==> config.mk <==
export PLATFORM = sky130hd
export DESIGN_NAME = eval_report_tx
export DESIGN_NICKNAME = d
export VERILOG_FILES = /design/src/rtl/eval_report_pkg.sv /design/src/rtl/eval_report_slot.sv /design/src/rtl/eval_report_tx.sv
export SDC_FILE = /design/constraint.sdc
export NUM_CORES = 1
export LEC_CHECK = 0
export BUFFER_PORTS_ARGS = -buffer_cell sky130_fd_sc_hd__buf_4
export CORE_MARGIN = 2
export CORE_UTILIZATION = 50
export DETAILED_ROUTE_END_ITERATION = 10
export PLACE_DENSITY = 0.77
export SETUP_SLACK_MARGIN = 0.1
export SLEW_MARGIN = 15
export SYNTH_ARGS = -nofsm -noshare
export SYNTH_HDL_FRONTEND = slang
export SYNTH_SLANG_ARGS = --single-unit
==> constraint.sdc <==
create_clock -name i_clk -period 2.9 [get_ports i_clk]
set_input_delay 0.145 -clock i_clk [delete_from_list [all_inputs] [get_ports i_clk]]
set_output_delay 0.145 -clock i_clk [all_outputs]
set_load 0.005 [all_outputs]
==> src/rtl/eval_report_pkg.sv <==
// Shared constants, FSM state type and checksum helper for the
// evaluation-report transmitter.
package eval_report_pkg;

   localparam logic [7:0] HDR_DEFAULT = 8'hA5;

   localparam logic [7:0] ID_BR  = 8'h01;
   localparam logic [7:0] ID_IPC = 8'h02;
   localparam logic [7:0] ID_MEM = 8'h03;

   // Bytes per frame: header, id, value high, value low, checksum.
   localparam int unsigned FRAME_LEN = 5;

   typedef enum logic [2:0] {
      ST_IDLE,
      ST_HDR,
      ST_ID,
      ST_VHI,
      ST_VLO,
      ST_CSUM
   } state_e;

   // Checksum covers the id and both value bytes; the header is excluded.
   function automatic logic [7:0] frame_csum(input logic [7:0] id,
                                             input logic [15:0] val);
      return id ^ val[15:8] ^ val[7:0];
   endfunction

endpackage

==> src/rtl/eval_report_slot.sv <==
// One result slot: holds the latest published value (zero-extended to
// 16 bits) and a pending flag, and flags an overwrite of an unsent value.
module eval_report_slot #(
   parameter int unsigned W = 10
) (
   input  logic         i_clk,
   input  logic         i_rst_n,
   input  logic         i_upd,
   input  logic [W-1:0] i_val,
   input  logic         i_capture,
   output logic [15:0]  o_val,
   output logic         o_pending,
   output logic         o_overwrite
);

   logic [15:0] val_q, val_d;
   logic        pend_q, pend_d;

   // Next value and pending flag; a same-cycle update wins over the capture clear.
   always_comb begin
      // NOTE: every combinational output gets a default first so no latch is inferred.
      val_d  = val_q;
      pend_d = pend_q;
      if (i_capture) begin
         pend_d = 1'b0;
      end
      if (i_upd) begin
         val_d  = 16'(i_val);
         pend_d = 1'b1;
      end
   end

   // Slot storage.
   always_ff @(posedge i_clk or negedge i_rst_n) begin
      if (!i_rst_n) begin
         val_q  <= '0;
         pend_q <= 1'b0;
      end else begin
         // NOTE: sequential state uses non-blocking assignment so all flops update together.
         val_q  <= val_d;
         pend_q <= pend_d;
      end
   end

   // A capture in the same cycle consumes the old value, so that is not a loss.
   assign o_overwrite = i_upd & pend_q & ~i_capture;
   assign o_val       = val_q;
   assign o_pending   = pend_q;

endmodule

==> src/rtl/eval_report_tx.sv <==
// Samples branch/IPC/memory evaluation results into slots and streams each
// one as a 5-byte frame (HDR, id, val hi, val lo, csum) over valid/ready.
module eval_report_tx
   import eval_report_pkg::*;
#(
   parameter int unsigned BR_W     = 10,
   parameter int unsigned IPC_W    = 10,
   parameter int unsigned MEM_W    = 7,
   parameter logic [7:0]  HDR_BYTE = HDR_DEFAULT
) (
   input  logic             i_clk,
   input  logic             i_rst_n,
   input  logic [BR_W-1:0]  i_br_eval,
   input  logic             i_br_upd,
   input  logic [IPC_W-1:0] i_ipc_eval,
   input  logic             i_ipc_upd,
   input  logic [MEM_W-1:0] i_mem_eval,
   input  logic             i_mem_upd,
   output logic             o_tx_valid,
   output logic [7:0]       o_tx_data,
   input  logic             i_tx_ready,
   output logic [7:0]       o_drop_cnt,
   output logic             o_busy
);

   if (BR_W < 1 || BR_W > 16 || IPC_W < 1 || IPC_W > 16 || MEM_W < 1 || MEM_W > 16) begin : g_bad_width
      $error("eval_report_tx: result widths must be 1..16");
   end

   logic [2:0]  pend, cap, ovw;
   logic [15:0] val_br, val_ipc, val_mem;

   eval_report_slot #(.W(BR_W)) u_slot_br (
      .i_clk(i_clk), .i_rst_n(i_rst_n), .i_upd(i_br_upd), .i_val(i_br_eval),
      .i_capture(cap[0]), .o_val(val_br), .o_pending(pend[0]), .o_overwrite(ovw[0])
   );
   eval_report_slot #(.W(IPC_W)) u_slot_ipc (
      .i_clk(i_clk), .i_rst_n(i_rst_n), .i_upd(i_ipc_upd), .i_val(i_ipc_eval),
      .i_capture(cap[1]), .o_val(val_ipc), .o_pending(pend[1]), .o_overwrite(ovw[1])
   );
   eval_report_slot #(.W(MEM_W)) u_slot_mem (
      .i_clk(i_clk), .i_rst_n(i_rst_n), .i_upd(i_mem_upd), .i_val(i_mem_eval),
      .i_capture(cap[2]), .o_val(val_mem), .o_pending(pend[2]), .o_overwrite(ovw[2])
   );

   state_e      state_q, state_d;
   logic        tx_valid_q, tx_valid_d;
   logic [7:0]  tx_data_q, tx_data_d;
   logic [7:0]  id_q, id_d;
   logic [15:0] val_q, val_d;
   logic [7:0]  csum_q, csum_d;
   logic [1:0]  rr_q, rr_d;
   logic [7:0]  drop_q, drop_d;

   logic [1:0]  sel_idx;
   logic [7:0]  sel_id;
   logic [15:0] sel_val;
   logic        accept;
   logic [9:0]  drop_sum;

   // Round-robin pick: first pending slot at or after rr_q.
   always_comb begin
      sel_idx = 2'd0;
      case (rr_q)
         2'd1:    sel_idx = pend[1] ? 2'd1 : (pend[2] ? 2'd2 : 2'd0);
         2'd2:    sel_idx = pend[2] ? 2'd2 : (pend[0] ? 2'd0 : 2'd1);
         default: sel_idx = pend[0] ? 2'd0 : (pend[1] ? 2'd1 : 2'd2);
      endcase
      case (sel_idx)
         2'd0:    begin sel_id = ID_BR;  sel_val = val_br;  end
         2'd1:    begin sel_id = ID_IPC; sel_val = val_ipc; end
         default: begin sel_id = ID_MEM; sel_val = val_mem; end
      endcase
      cap = (state_q == ST_IDLE && |pend) ? (3'b001 << sel_idx) : 3'b000;
   end

   // Frame sequencing: capture in IDLE, then step one byte per accepted handshake.
   always_comb begin
      state_d    = state_q;
      tx_valid_d = tx_valid_q;
      tx_data_d  = tx_data_q;
      id_d       = id_q;
      val_d      = val_q;
      csum_d     = csum_q;
      rr_d       = rr_q;
      accept     = tx_valid_q & i_tx_ready;
      case (state_q)
         ST_IDLE: begin
            if (|pend) begin
               id_d       = sel_id;
               val_d      = sel_val;
               csum_d     = frame_csum(sel_id, sel_val);
               rr_d       = (sel_idx == 2'd2) ? 2'd0 : sel_idx + 2'd1;
               state_d    = ST_HDR;
               tx_valid_d = 1'b1;
               tx_data_d  = HDR_BYTE;
            end
         end
         ST_HDR:  if (accept) begin state_d = ST_ID;   tx_data_d = id_q;        end
         ST_ID:   if (accept) begin state_d = ST_VHI;  tx_data_d = val_q[15:8]; end
         ST_VHI:  if (accept) begin state_d = ST_VLO;  tx_data_d = val_q[7:0];  end
         ST_VLO:  if (accept) begin state_d = ST_CSUM; tx_data_d = csum_q;      end
         ST_CSUM: begin
            if (accept) begin
               state_d    = ST_IDLE;
               tx_valid_d = 1'b0;
               tx_data_d  = 8'h00;
            end
         end
         default: begin
            state_d    = ST_IDLE;
            tx_valid_d = 1'b0;
            tx_data_d  = 8'h00;
         end
      endcase
   end

   // Saturating count of results lost to overwrite; several may land in one cycle.
   always_comb begin
      drop_sum = 10'(drop_q) + 10'(ovw[0]) + 10'(ovw[1]) + 10'(ovw[2]);
      drop_d   = (drop_sum > 10'd255) ? 8'hFF : drop_sum[7:0];
   end

   // FSM, registered outputs, captured frame and drop counter.
   always_ff @(posedge i_clk or negedge i_rst_n) begin
      if (!i_rst_n) begin
         state_q    <= ST_IDLE;
         tx_valid_q <= 1'b0;
         tx_data_q  <= 8'h00;
         id_q       <= 8'h00;
         val_q      <= 16'h0000;
         csum_q     <= 8'h00;
         rr_q       <= 2'd0;
         drop_q     <= 8'h00;
      end else begin
         state_q    <= state_d;
         tx_valid_q <= tx_valid_d;
         tx_data_q  <= tx_data_d;
         id_q       <= id_d;
         val_q      <= val_d;
         csum_q     <= csum_d;
         rr_q       <= rr_d;
         drop_q     <= drop_d;
      end
   end

   assign o_tx_valid = tx_valid_q;
   assign o_tx_data  = tx_data_q;
   assign o_drop_cnt = drop_q;
   assign o_busy     = (state_q != ST_IDLE) | (|pend);

endmodule

==> impl_metrics.yaml <==
floorplan:
  die_x_um: 83.2
  dieArea_sq_um: 6930
  die_h_um: 83.2
  num_rows: 28
  start_util: 0.524
  ios: 51
  coreArea_sq_um: 5990
sta:
  max-slew-margin-rel: 0.462
  whs_ns: 0.0381
  fin_ws_ns: -0.0682
  fin_skew_ns: 0.00861
  worst-slew-pin-transition_ns: 0.807
  hold_viol: 0
  fmax_ghz: 0.337
  fin_crit_ns: 2.97
  drv_slew: 0
  period_share: 1.02
  setup_viol: 8
  rsz0062_at_grt: "true"
placement:
  place_hpwl_mm: 4.45
  io_buffer_count: 50
  pre_cts_ws_ns: -0.116
  dp_cells: 401
  gp_congestion: 0.830
route:
  drt-initial-drc-count: 158
  firstDrtPassIters: 4
  wirelength_mm: 7.08
  routed-via-count: 2371
  avgViaCountPerCell: 5.46
  postRouteAntennaNets: 0
  wl_per_cell_um: 16.3
  drc: 0
yosys:
  syn_area_per_cell_sq_um: 11.5
  synth-seq-area-share: 0.526
  syn-cell-area_sq_um: 3140
  syn_inst: 272
  synth_cell_types: 50
  yosys_warnings: 0
  ys_ff_latch: 66
  synth_nets: 311
power:
  finalPower_uw: 4530
  vdd_drop_max_mv: 0.627
  p_per_area_nw_per_um2: 1090
  leakagePower_uw: 0.00187
clock_tree:
  numClockSinks: 66
  cts-buffers-inserted: 9
  cts_tree: "yes"
  clk_pin_slew_ns: 0.07
  h-tree-depth: 3
  clock_latency_ns: 0.34
  max-clock-path-buffers: 2
  root_buffer: "clkbuf_8"
setup_path:
  r2r_end: "o_drop_cnt[4]"
  r2r_slack_ns: -0.07
  crit_type: "flop to flop"
  critPathCaptureType: "flop"
  cp.required_ns: 3.12
  crit_fanout: 5
  cp.arrival_ns: 3.19
  reg2reg_depth: 14
  rr_startpoint: "rr_q[1]"
  worstSetupStartpointType: "flop"
global_route:
  grt_first_pass_wirelength_mm: 11.8
  overflow: 0
  grt_max_degree: 67
  track_usage: 0.215
  grt_pass1_vias: 2345
  antenna_found_initial: 0
worst_hold_path:
  holdCritPathClass: "input pin to flop"
  holdPathEnd: "u_slot_mem.o_val[3]"
  min_from: "i_mem_eval[3]"
  min_path_cells: 2
outcome:
  status: "finished, violations left"
  violations: "setup timing"
run:
  maxCapViolCount: 0
finish:
  area_growth_pct: 32.3
  drive_gt1_frac: 0.443
  fin_cells: 434
  nets: 394
  diodes: 0
-- registers in the layout (all words and copies together) (netlist names), 3 cells and up --
signal	flops
csum_q	7
o_drop_cnt	8
u_slot_br.o_val	10
o_tx_data	8
u_slot_mem.o_val	7
val_q	5
u_slot_ipc.o_val	10
state_q	3
-- routing by layer --
| metal | up-vias | global-route usage | share of wire |
|---|---|---|---|
| met2 | 60 | 0.350 | 0.50 |
| met1 | 1180 | 0.286 | 0.45 |
| met3 | 5 | 0.0557 | 0.040 |
| li1 | 1126 | - | - |
| met4 | 0 | 0.0626 | 0.0059 |
| met5 | - | 0 | 0 |
-- report_power, final --
part           leakage, uW  internal (uW)  switching (uW)  total, uW
Combinational     0.000992           1110            1150       2270
Sequential        0.000781           1230             223       1450
Clock             0.000100            479             328        807
-- worst max-delay path, stage by stage (launching register included) --
cell and delay (ns):
dfrtp_1 0.42, ha_4 0.31, nand4bb_4 0.17, o311a_4 0.22, nand2_4 0.05, a21o_1 0.19, nand3_2 0.08, fa_2 0.44
inv_2 0.08, ha_4 0.14, inv_2 0.04, fa_2 0.41, nor2_2 0.12, xnor2_1 0.12, nand2_1 0.07
-- kinds of logic after synthesis --
logic type / synth area share
flip-flops: 0.526
adder cells (fa/ha/maj): 0.0287
XOR/XNOR: 0.0251
AND/OR/NAND/NOR: 0.104
multiplexers: 0.139
buffers and inverters: 0.0498
AO/OA/AOI/OAI: 0.127
-- metrics by stage --
stage	util	instance area (sq um)	TNS (ns)
2_1_floorplan	-	3200	-0.0243
3_3_place_gp	0.619	3710	-0.200
3_5_place_dp	0.619	3710	-0.721
4_1_cts	0.690	4130	-0.253
5_1_grt	0.693	4150	-1.27
6_report	0.693	4150	-0.295
-- synth_stat cells, drive strengths merged --
cell type  number  share of area
a2bb2oi         1         0.0048
nand4           2         0.0040
o22a            1         0.0028
nand2b          3         0.0060
o311ai          1         0.0028
and2            1         0.0020
mux2i          12          0.038
or3             1         0.0020
a22oi           1         0.0024
ha              4          0.016
a31oi           2         0.0040
o21ai          17          0.030
nand4bb         1         0.0036
a22o            1         0.0028
xor2            2         0.0056
buf            12          0.028
o21a            4         0.0096
a221o           1         0.0032
nor2b           3         0.0060
a221oi          1         0.0028
mux2           28           0.10
nor4b           1         0.0048
fa              2          0.013
inv            16          0.019
a41oi           1         0.0052
o311a           1         0.0032
o211ai          1         0.0024
nor3            3         0.0064
o21bai          1         0.0024
o22ai           3         0.0060
nor3b           1         0.0024
nand3          10          0.016
o221ai          2         0.0056
nor2            9          0.011
xnor2           7          0.020
a21oi          17          0.028
and3            8          0.016
nand3b          1         0.0024
a21o            4         0.0096
nand2          17          0.022
clkbuf          2         0.0024
dfrtp          66           0.53
-- placed cells by master, fill, tap and decap left out, drive strengths merged, types with 2 or more instances in the layout --
| cell type | Yosys | final |
|---|---|---|
| nand2b | 3 | 3 |
| nor2 | 9 | 9 |
| o221ai | 2 | 2 |
| clkbuf | 2 | 12 |
| ha | 4 | 4 |
| a21oi | 17 | 17 |
| inv | 16 | 16 |
| nand3 | 10 | 10 |
| nor3 | 3 | 3 |
| o21a | 4 | 4 |
| mux2 | 28 | 28 |
| and3 | 8 | 8 |
| fa | 2 | 2 |
| nor2b | 3 | 3 |
| dfrtp | 66 | 66 |
| xnor2 | 7 | 7 |
| buf | 12 | 85 |
| bufinv | 0 | 2 |
| o21ai | 17 | 17 |
| xor2 | 2 | 2 |
| o22ai | 3 | 3 |
| nand2 | 17 | 17 |
| nand4 | 2 | 2 |
| a21o | 4 | 4 |
| mux2i | 12 | 12 |
| a31oi | 2 | 2 |
-- area by class of cell --
class | count | area, sq um
clock buffers | 12 | 135
clock inverters | 3 | 65.1
fillers | 434 | 1840
inverters | 16 | 60.1
multi-input cells | 176 | 1480
flip-flops and latches | 66 | 1650
well taps | 75 | 93.8
repair buffers | 86 | 663
-- what timing repair did --
item / in CTS / in global routing
gates resized for setup: 16 / 5
hold buffers: 1 / 0
buffers inserted: 17 / 3
pin swaps: 18 / 8
endpoints found under the hold margin: 66 / 0
endpoints found under the setup margin: 8 / 9
-- worst max-delay path by stage --
| stage | startpoint | to | cells after the start |
|---|---|---|---|
| finish | rr_q[1] | o_drop_cnt[4] | 14 |
| global route | rr_q[0] | o_drop_cnt[4] | 15 |
| CTS | rr_q[0] | o_drop_cnt[4] | 15 |
| detailed placement | rr_q[0] | o_drop_cnt[3] | 15 |
| global placement | rr_q[0] | o_drop_cnt[0] | 15 |
| floorplan | rr_q[0] | o_drop_cnt[0] | 15 |
Power figures use the tool's default switching activity.
